[config.mk]
export PLATFORM = sky130hd
export DESIGN_NAME = counter_tick_ctrl
export DESIGN_NICKNAME = d
export VERILOG_FILES = /design/src/rtl/counter_tick_ctrl.sv
export SDC_FILE = /design/constraint.sdc
export NUM_CORES = 1
export LEC_CHECK = 0
export BUFFER_PORTS_ARGS = -buffer_cell sky130_fd_sc_hd__buf_4
export CAP_MARGIN = 40
export CORE_ASPECT_RATIO = 1.5
export CORE_MARGIN = 1
export CORE_UTILIZATION = 45
export DETAILED_ROUTE_END_ITERATION = 16
export PLACE_DENSITY_LB_ADDON = 0.3
export SLEW_MARGIN = 0
export SYNTH_ARGS = -nofsm -noshare
export SYNTH_HDL_FRONTEND = slang
export SYNTH_SLANG_ARGS = --single-unit
[constraint.sdc]
create_clock -name clk -period 2.7 [get_ports clk]
set_input_delay 0.54 -clock clk [delete_from_list [all_inputs] [get_ports clk]]
set_output_delay 0.54 -clock clk [all_outputs]
set_load 0.01 [all_outputs]
[src/rtl/counter_tick_ctrl.sv]
// counter_tick_ctrl: clock-enable generator for the DE1_SoC 4-bit counter.
// While running, emits a one-cycle tick every P = DIV_BASE << div_sel cycles.
// While paused, emits one tick per debounced press of the step key.
module counter_tick_ctrl #(
    parameter int unsigned DIV_BASE  = 2097152,
    parameter int unsigned DIV_W     = 26,
    parameter int unsigned DB_CYCLES = 500000,
    parameter int unsigned DB_W      = 19
) (
    input  logic       clk,
    input  logic       rst,
    input  logic       run_sw,
    input  logic [1:0] div_sel,
    input  logic       step_key_n,
    output logic       tick,
    output logic       running,
    output logic       key_db
);

    typedef enum logic [0:0] {
        StPaused,
        StRunning
    } state_e;

    localparam logic [DIV_W-1:0] DivBase = DIV_W'(DIV_BASE);
    localparam logic [DB_W-1:0]  DbLast  = DB_W'(DB_CYCLES - 1);

    // Synchronizer stages
    logic       run_s1_q;
    logic       run_s2_q;
    logic [1:0] div_s1_q;
    logic [1:0] div_s2_q;
    logic       key_s1_q;
    logic       key_s2_q;

    // Debouncer
    logic [DB_W-1:0] db_cnt_q;
    logic [DB_W-1:0] db_cnt_d;
    logic            key_db_q;
    logic            key_db_d;
    logic            key_db_prev_q;
    logic            press;

    // Rate divider and control FSM
    state_e           state_q;
    state_e           state_d;
    logic [DIV_W-1:0] dcnt_q;
    logic [DIV_W-1:0] dcnt_d;
    logic [DIV_W-1:0] period_m1;
    logic             tick_q;
    logic             tick_d;
    logic             running_q;

    // Two-flop synchronizers; the key idles high so its stages reset to 1.
    always_ff @(posedge clk or negedge rst) begin
        if (!rst) begin
            run_s1_q <= 1'b0;
            run_s2_q <= 1'b0;
            div_s1_q <= 2'b00;
            div_s2_q <= 2'b00;
            key_s1_q <= 1'b1;
            key_s2_q <= 1'b1;
        end else begin
            run_s1_q <= run_sw;
            run_s2_q <= run_s1_q;
            div_s1_q <= div_sel;
            div_s2_q <= div_s1_q;
            key_s1_q <= step_key_n;
            key_s2_q <= key_s1_q;
        end
    end

    // Debounce: count cycles of disagreement; adopt the new level once it has
    // persisted for DB_CYCLES cycles, and restart the count on any agreement.
    always_comb begin
        db_cnt_d = '0;
        key_db_d = key_db_q;
        if (key_s2_q != key_db_q) begin
            if (db_cnt_q == DbLast) begin
                key_db_d = key_s2_q;
            end else begin
                db_cnt_d = db_cnt_q + DB_W'(1);
            end
        end
    end

    // Debounce state, plus a one-cycle-delayed copy for fall detection.
    always_ff @(posedge clk or negedge rst) begin
        if (!rst) begin
            db_cnt_q      <= '0;
            key_db_q      <= 1'b1;
            key_db_prev_q <= 1'b1;
        end else begin
            db_cnt_q      <= db_cnt_d;
            key_db_q      <= key_db_d;
            key_db_prev_q <= key_db_q;
        end
    end

    // Press event: debounced level has just fallen; the tick follows one edge later.
    assign press = key_db_prev_q & ~key_db_q;

    // Period minus one for the synced rate select; DIV_W is sized to hold it.
    assign period_m1 = (DivBase << div_s2_q) - DIV_W'(1);

    // FSM next-state, divider and tick request.
    // The >= compare lets a shrinking period fire at once instead of wrapping.
    always_comb begin
        state_d = state_q;
        dcnt_d  = dcnt_q;
        tick_d  = 1'b0;
        case (state_q)
            StPaused: begin
                dcnt_d = '0;
                if (run_s2_q) begin
                    // A press coinciding with the start of a run is dropped.
                    state_d = StRunning;
                end else if (press) begin
                    tick_d = 1'b1;
                end
            end
            StRunning: begin
                if (!run_s2_q) begin
                    state_d = StPaused;
                    dcnt_d  = '0;
                end else if (dcnt_q >= period_m1) begin
                    tick_d = 1'b1;
                    dcnt_d = '0;
                end else begin
                    dcnt_d = dcnt_q + DIV_W'(1);
                end
            end
            default: begin
                state_d = StPaused;
                dcnt_d  = '0;
            end
        endcase
    end

    // FSM state, divider and registered outputs.
    always_ff @(posedge clk or negedge rst) begin
        if (!rst) begin
            state_q   <= StPaused;
            dcnt_q    <= '0;
            tick_q    <= 1'b0;
            running_q <= 1'b0;
        end else begin
            state_q   <= state_d;
            dcnt_q    <= dcnt_d;
            tick_q    <= tick_d;
            running_q <= (state_d == StRunning);
        end
    end

    assign tick    = tick_q;
    assign running = running_q;
    assign key_db  = key_db_q;

endmodule

# --- Word-level counts from Yosys, hierarchy flattened ---
# Index checks and enable logic that the tools add are counted.
# W data, S select, Z words.
word_totals:
  regBits: 57
  in_bits: 6
  out_inout_bits: 3
  word_cells: 34
op_classes:
  add_sub_neg: 3
  n_lt_le_gt_ge: 1
  n_eq_ne: 2
  shifts: 1
  muxes: 11
  bitwise_logic: 3
  reduce_logical: 1
ops:
  columns: ["cell", "n"]
  rows:
  - ["$mux W26", 2]
  - ["$pmux W26 S2", 1]
  - ["$mux W19", 2]
  - ["$add A26 B1 Y26 const B", 1]
  - ["$ge A26 B26 Y1", 1]
  - ["$shl A22 B2 Y26 const A", 1]
  - ["$sub A26 B1 Y26 const B", 1]
  - ["$add A19 B1 Y19 const B", 1]
  - ["$eq A19 B19 Y1 const B", 1]
  - ["$mux W1", 5]
  - ["$not A1 Y1", 2]
  - ["$pmux W1 S2", 1]
  - ["$reduce_and A2 Y1", 1]
  - ["$and A1 B1 Y1", 1]
  - ["$ne A1 B1 Y1", 1]

# --- Depth between registers and ports, before layout ---
logic_depth:
  depth_word: 6
  depth_mapped: 7

# --- Worst setup path before layout ---
# Ideal clock, no wire load.
synth_path:
  kind: "flip-flop to flip-flop"
  start: "register dcnt_q[0]"
  end: "register dcnt_q[18]"
  setup_time_ps: 78
  t_arrival_ps: 1957
  required_time_ps: 2622
  slack_ps: 664
  stages_incl_launch_ff: 8
  path_buffers: 2
  period_less_slack_ps: 2036
  path_cell_list: "dfrtp_1 ha_1 nand4_1 or4_1 buf_2 buf_2 or3_1 a21oi_1"
synth_between:
  elab_chain_cells: 4
  elab_cells_between_ends: 5
  cone_classes: "add/sub: 1; order compare: 1; mux: 3"
synth_rtl:
  columns: ["item", "line_no", "text"]
  rows:
  - ["from (decl)", "47", "logic [DIV_W-1:0] dcnt_q;"]
  - ["from (signal assigned)", "149", "dcnt_q <= dcnt_d;"]
  - ["$add A26 B1 Y26 or $ge A26 B26 Y1 (tied branches)", "130, 126", null]
  - ["$mux W26 *", "126", "end else if (dcnt_q >= period_m1) begin"]
  - ["$mux W26 *", "123", "if (!run_s2_q) begin"]
  - ["$pmux W26 S2 *", "112", "case (state_q)"]
  - ["net dcnt_d[18]", "48", "logic [DIV_W-1:0] dcnt_d;"]
# Mark *: on every way through the listed nets, which the timed path passes. The rest lies on a longest branch.
# A chain may end at the register's enable or synchronous reset.

# --- Final worst setup path ---
layout_path:
  start: "register dcnt_q[0]"
  end: "register dcnt_q[22]"
# Same word-level chain as after synthesis.

==> impl_metrics.json <==
{
  "dieWidth_um": 65.2,
  "period_minus_slack_ns": 2.37,
  "hold_class": "in -> async",
  "insertedDiodeCount": 0,
  "fp.dieArea_um2": 6310,
  "core_area_um2": 5790,
  "fin_skew_ns": 0.0102,
  "cts_sinks": 57,
  "htree_num_levels": 3,
  "critical-path-top-delay-family": "simple AND/OR/NAND/NOR gates",
  "synth_cells": 268,
  "switching_share_pct": 24.0,
  "finalCritPeriodShare_pct": 87.9,
  "grt_pass1_wl_um": 8480,
  "critPathMaxStageDelay_ns": 0.76,
  "cts_tree": "built",
  "internal-power_w": 0.00132,
  "cp-end-kind": "flop",
  "io_buffers": 8,
  "cp-start-kind": "flop",
  "async_reset_ff_share_pct": 100,
  "wl_per_cell_um": 13.4,
  "worst_ir_drop_vdd_mv": 0.373,
  "synth.cell_area_um2": 2690,
  "p_per_area_nw_per_um2": 573,
  "cp_num_buf_inv": 0,
  "root_buffer": "clkbuf_8",
  "vias": 1990,
  "grt_antenna_before_repair": 0,
  "num_io_pins": 9,
  "max-slew-margin-rel_pct": 52.8,
  "final_cell_area_um2": 3030,
  "clockBufferDepth": 2,
  "timing.max_cap.violations": 0,
  "grt-ovfl-total": 0,
  "synth_seq_cells": 57,
  "maxSlewViolCount": 0,
  "path_cells": "ha_1, nand4_1, or4_1, or4b_1, a21oi_1",
  "fmaxAchievable_mhz": 422,
  "final_common_cell": "dfrtp_1",
  "place_area_um2": 2820,
  "synth-edff-count": 0,
  "clkTransAtPathRegs_ns": 0.08,
  "layout.nets": 292,
  "grt_max_degree": 58,
  "crit_type": "reg -> reg",
  "finalNonFillerCells": 358,
  "syn-num-nets": 279,
  "mostFrequentLayoutCells": "dfrtp_1, nor2_1, a21oi_1",
  "cts_buffers": 9,
  "drtAntennaViolNets": 0,
  "viasPerCell": 5.56,
  "critical_path_peak_fanout": 15,
  "seq_area_frac_synth_pct": 53.1,
  "whs_ns": 0.228,
  "synth_cell_types": 37,
  "required_ns": 2.96,
  "drc": 0,
  "drtPass1Iterations": 5,
  "p_clk_share_pct": 46.4,
  "routed_wl_um": 4810,
  "status": "complete, no violations",
  "layout-drive-gt1-share_pct": 11.5,
  "place.gp.congestion": 0.769,
  "start_util_pct": 46.6,
  "max_slew.worst_pin.slew_ns": 0.708,
  "postCtsSetupRepairBufs": 0,
  "syn2layout_area_growth_pct": 12.4,
  "net-switching-power_w": 0.000417,
  "dp_cells": 342,
  "power.share.sequential_pct": 50.6,
  "drt_iter0_markers": 119,
  "setup-tns-final_ns": 0,
  "finalHoldViolations": 0,
  "grt_pass1_vias": 1983,
  "finalWorstSetupSlack_ns": 0.328,
  "crit_slowest_cell": "or4_1",
  "cts_resized": 0,
  "hpwl_um": 3270,
  "rsz0062_at_grt": "false",
  "synth-main-ff-cell": "dfrtp_1",
  "p_leak_nw": 1.21,
  "finalSetupViolations": 0,
  "syn_avg_cell_area_um2": 10.1,
  "die_y_um": 96.8,
  "worst_ep_arrival_time_ns": 2.63,
  "insertion_delay_ns": 0.34,
  "yosysWarningCount": 0,
  "row_count": 34,
  "comb_power_share_pct": 3.1,
  "cts_hold_buf": 0,
  "dp_slack_ns": 0.324,
  "grt_use_total_pct": 17.7
}
[sequential cells by signal, summed over array words and instances, names as in the netlist, 2 cells and up]
| name | count |
|---|---|
| div_s2_q | 2 |
| div_s1_q | 2 |
| db_cnt_q | 19 |
| dcnt_q | 26 |
[kinds of logic (layout without fill, tap and decap cells)]
| kind of cell | Yosys count | count (layout) | synth area share, % |
|---|---|---|---|
| compound gates | 41 | 41 | 8.82 |
| other cells | 1 | 1 | 0.139 |
| buf+inv | 16 | 34 | 2.42 |
| simple gates | 122 | 122 | 24.6 |
| flops | 57 | 57 | 53.1 |
| mux | 2 | 2 | 0.790 |
| fa+ha+maj | 5 | 5 | 2.32 |
| xor+xnor | 24 | 24 | 7.80 |
[cell usage after synthesis, types with 4 or more instances]
cell type   n  area [um^2]
clkbuf_1    4         15.0
dfrtp_1    53         1330
nand2_1    15         56.3
xnor2_1    14          123
xor2_1     10         87.6
a21oi_1    17         85.1
and3_1      5         31.3
and2_1      4         25.0
nor4_1      6         37.5
dfstp_2     4          105
nor2_1     31          116
inv_1       8         30.0
nand4_1    12         75.1
buf_2       4         20.0
o21ai_0    14         70.1
nand3_1    15         75.1
nor3_1      4         20.0
or3_1      13         81.3
ha_1        5         62.6
and4_1      5         43.8
or4_1       4         30.0
[worst paths after layout]
kind	start	to	slack, ns	cells past startpoint
max	dcnt_q[0]	dcnt_q[22]	0.33	5
min	rst	dcnt_q[20]	0.23	1
max reg2reg	dcnt_q[0]	dcnt_q[22]	0.33	5
min reg2reg	div_s1_q[1]	div_s2_q[1]	0.35	0
max in group asynchronous	rst	dcnt_q[5]	1.97	1
min in group clk	step_key_n	key_s1_q	0.30	1
[metrics by stage]
stage	util, %	total power, W
after floorplan	-	0.000915
after global placement	48.8	0.000947
after detailed placement	48.8	0.000948
after CTS	52.3	0.00176
after global routing	52.3	0.00181
final	52.3	0.00173
[power groups by stage]
stage	clock, W	combinational [W]	sequential, W
floorplan	0	0.0000229	0.000892
global placement	0	0.0000540	0.000893
detailed placement	0	0.0000549	0.000893
CTS	0.000825	0.0000552	0.000877
global route	0.000872	0.0000623	0.000879
finish	0.000805	0.0000530	0.000877
[metal layers]
layer	global-route usage, %	share of wire [%]
met4	9.53	1.2
met2	28.8	54
met5	0	0
met3	6.01	3.0
met1	20.0	42
[area by class of cell]
| cell class | count | area, um^2 |
|---|---|---|
| clock inverter | 7 | 78.8 |
| timing repair buffer | 10 | 75.1 |
| tap | 72 | 90.1 |
| inverter | 8 | 30.0 |
| multi-input combinational | 195 | 1200 |
| fill | 543 | 2760 |
| sequential | 57 | 1430 |
| clock buffer | 9 | 124 |
(Power assumes the default switching activity.)
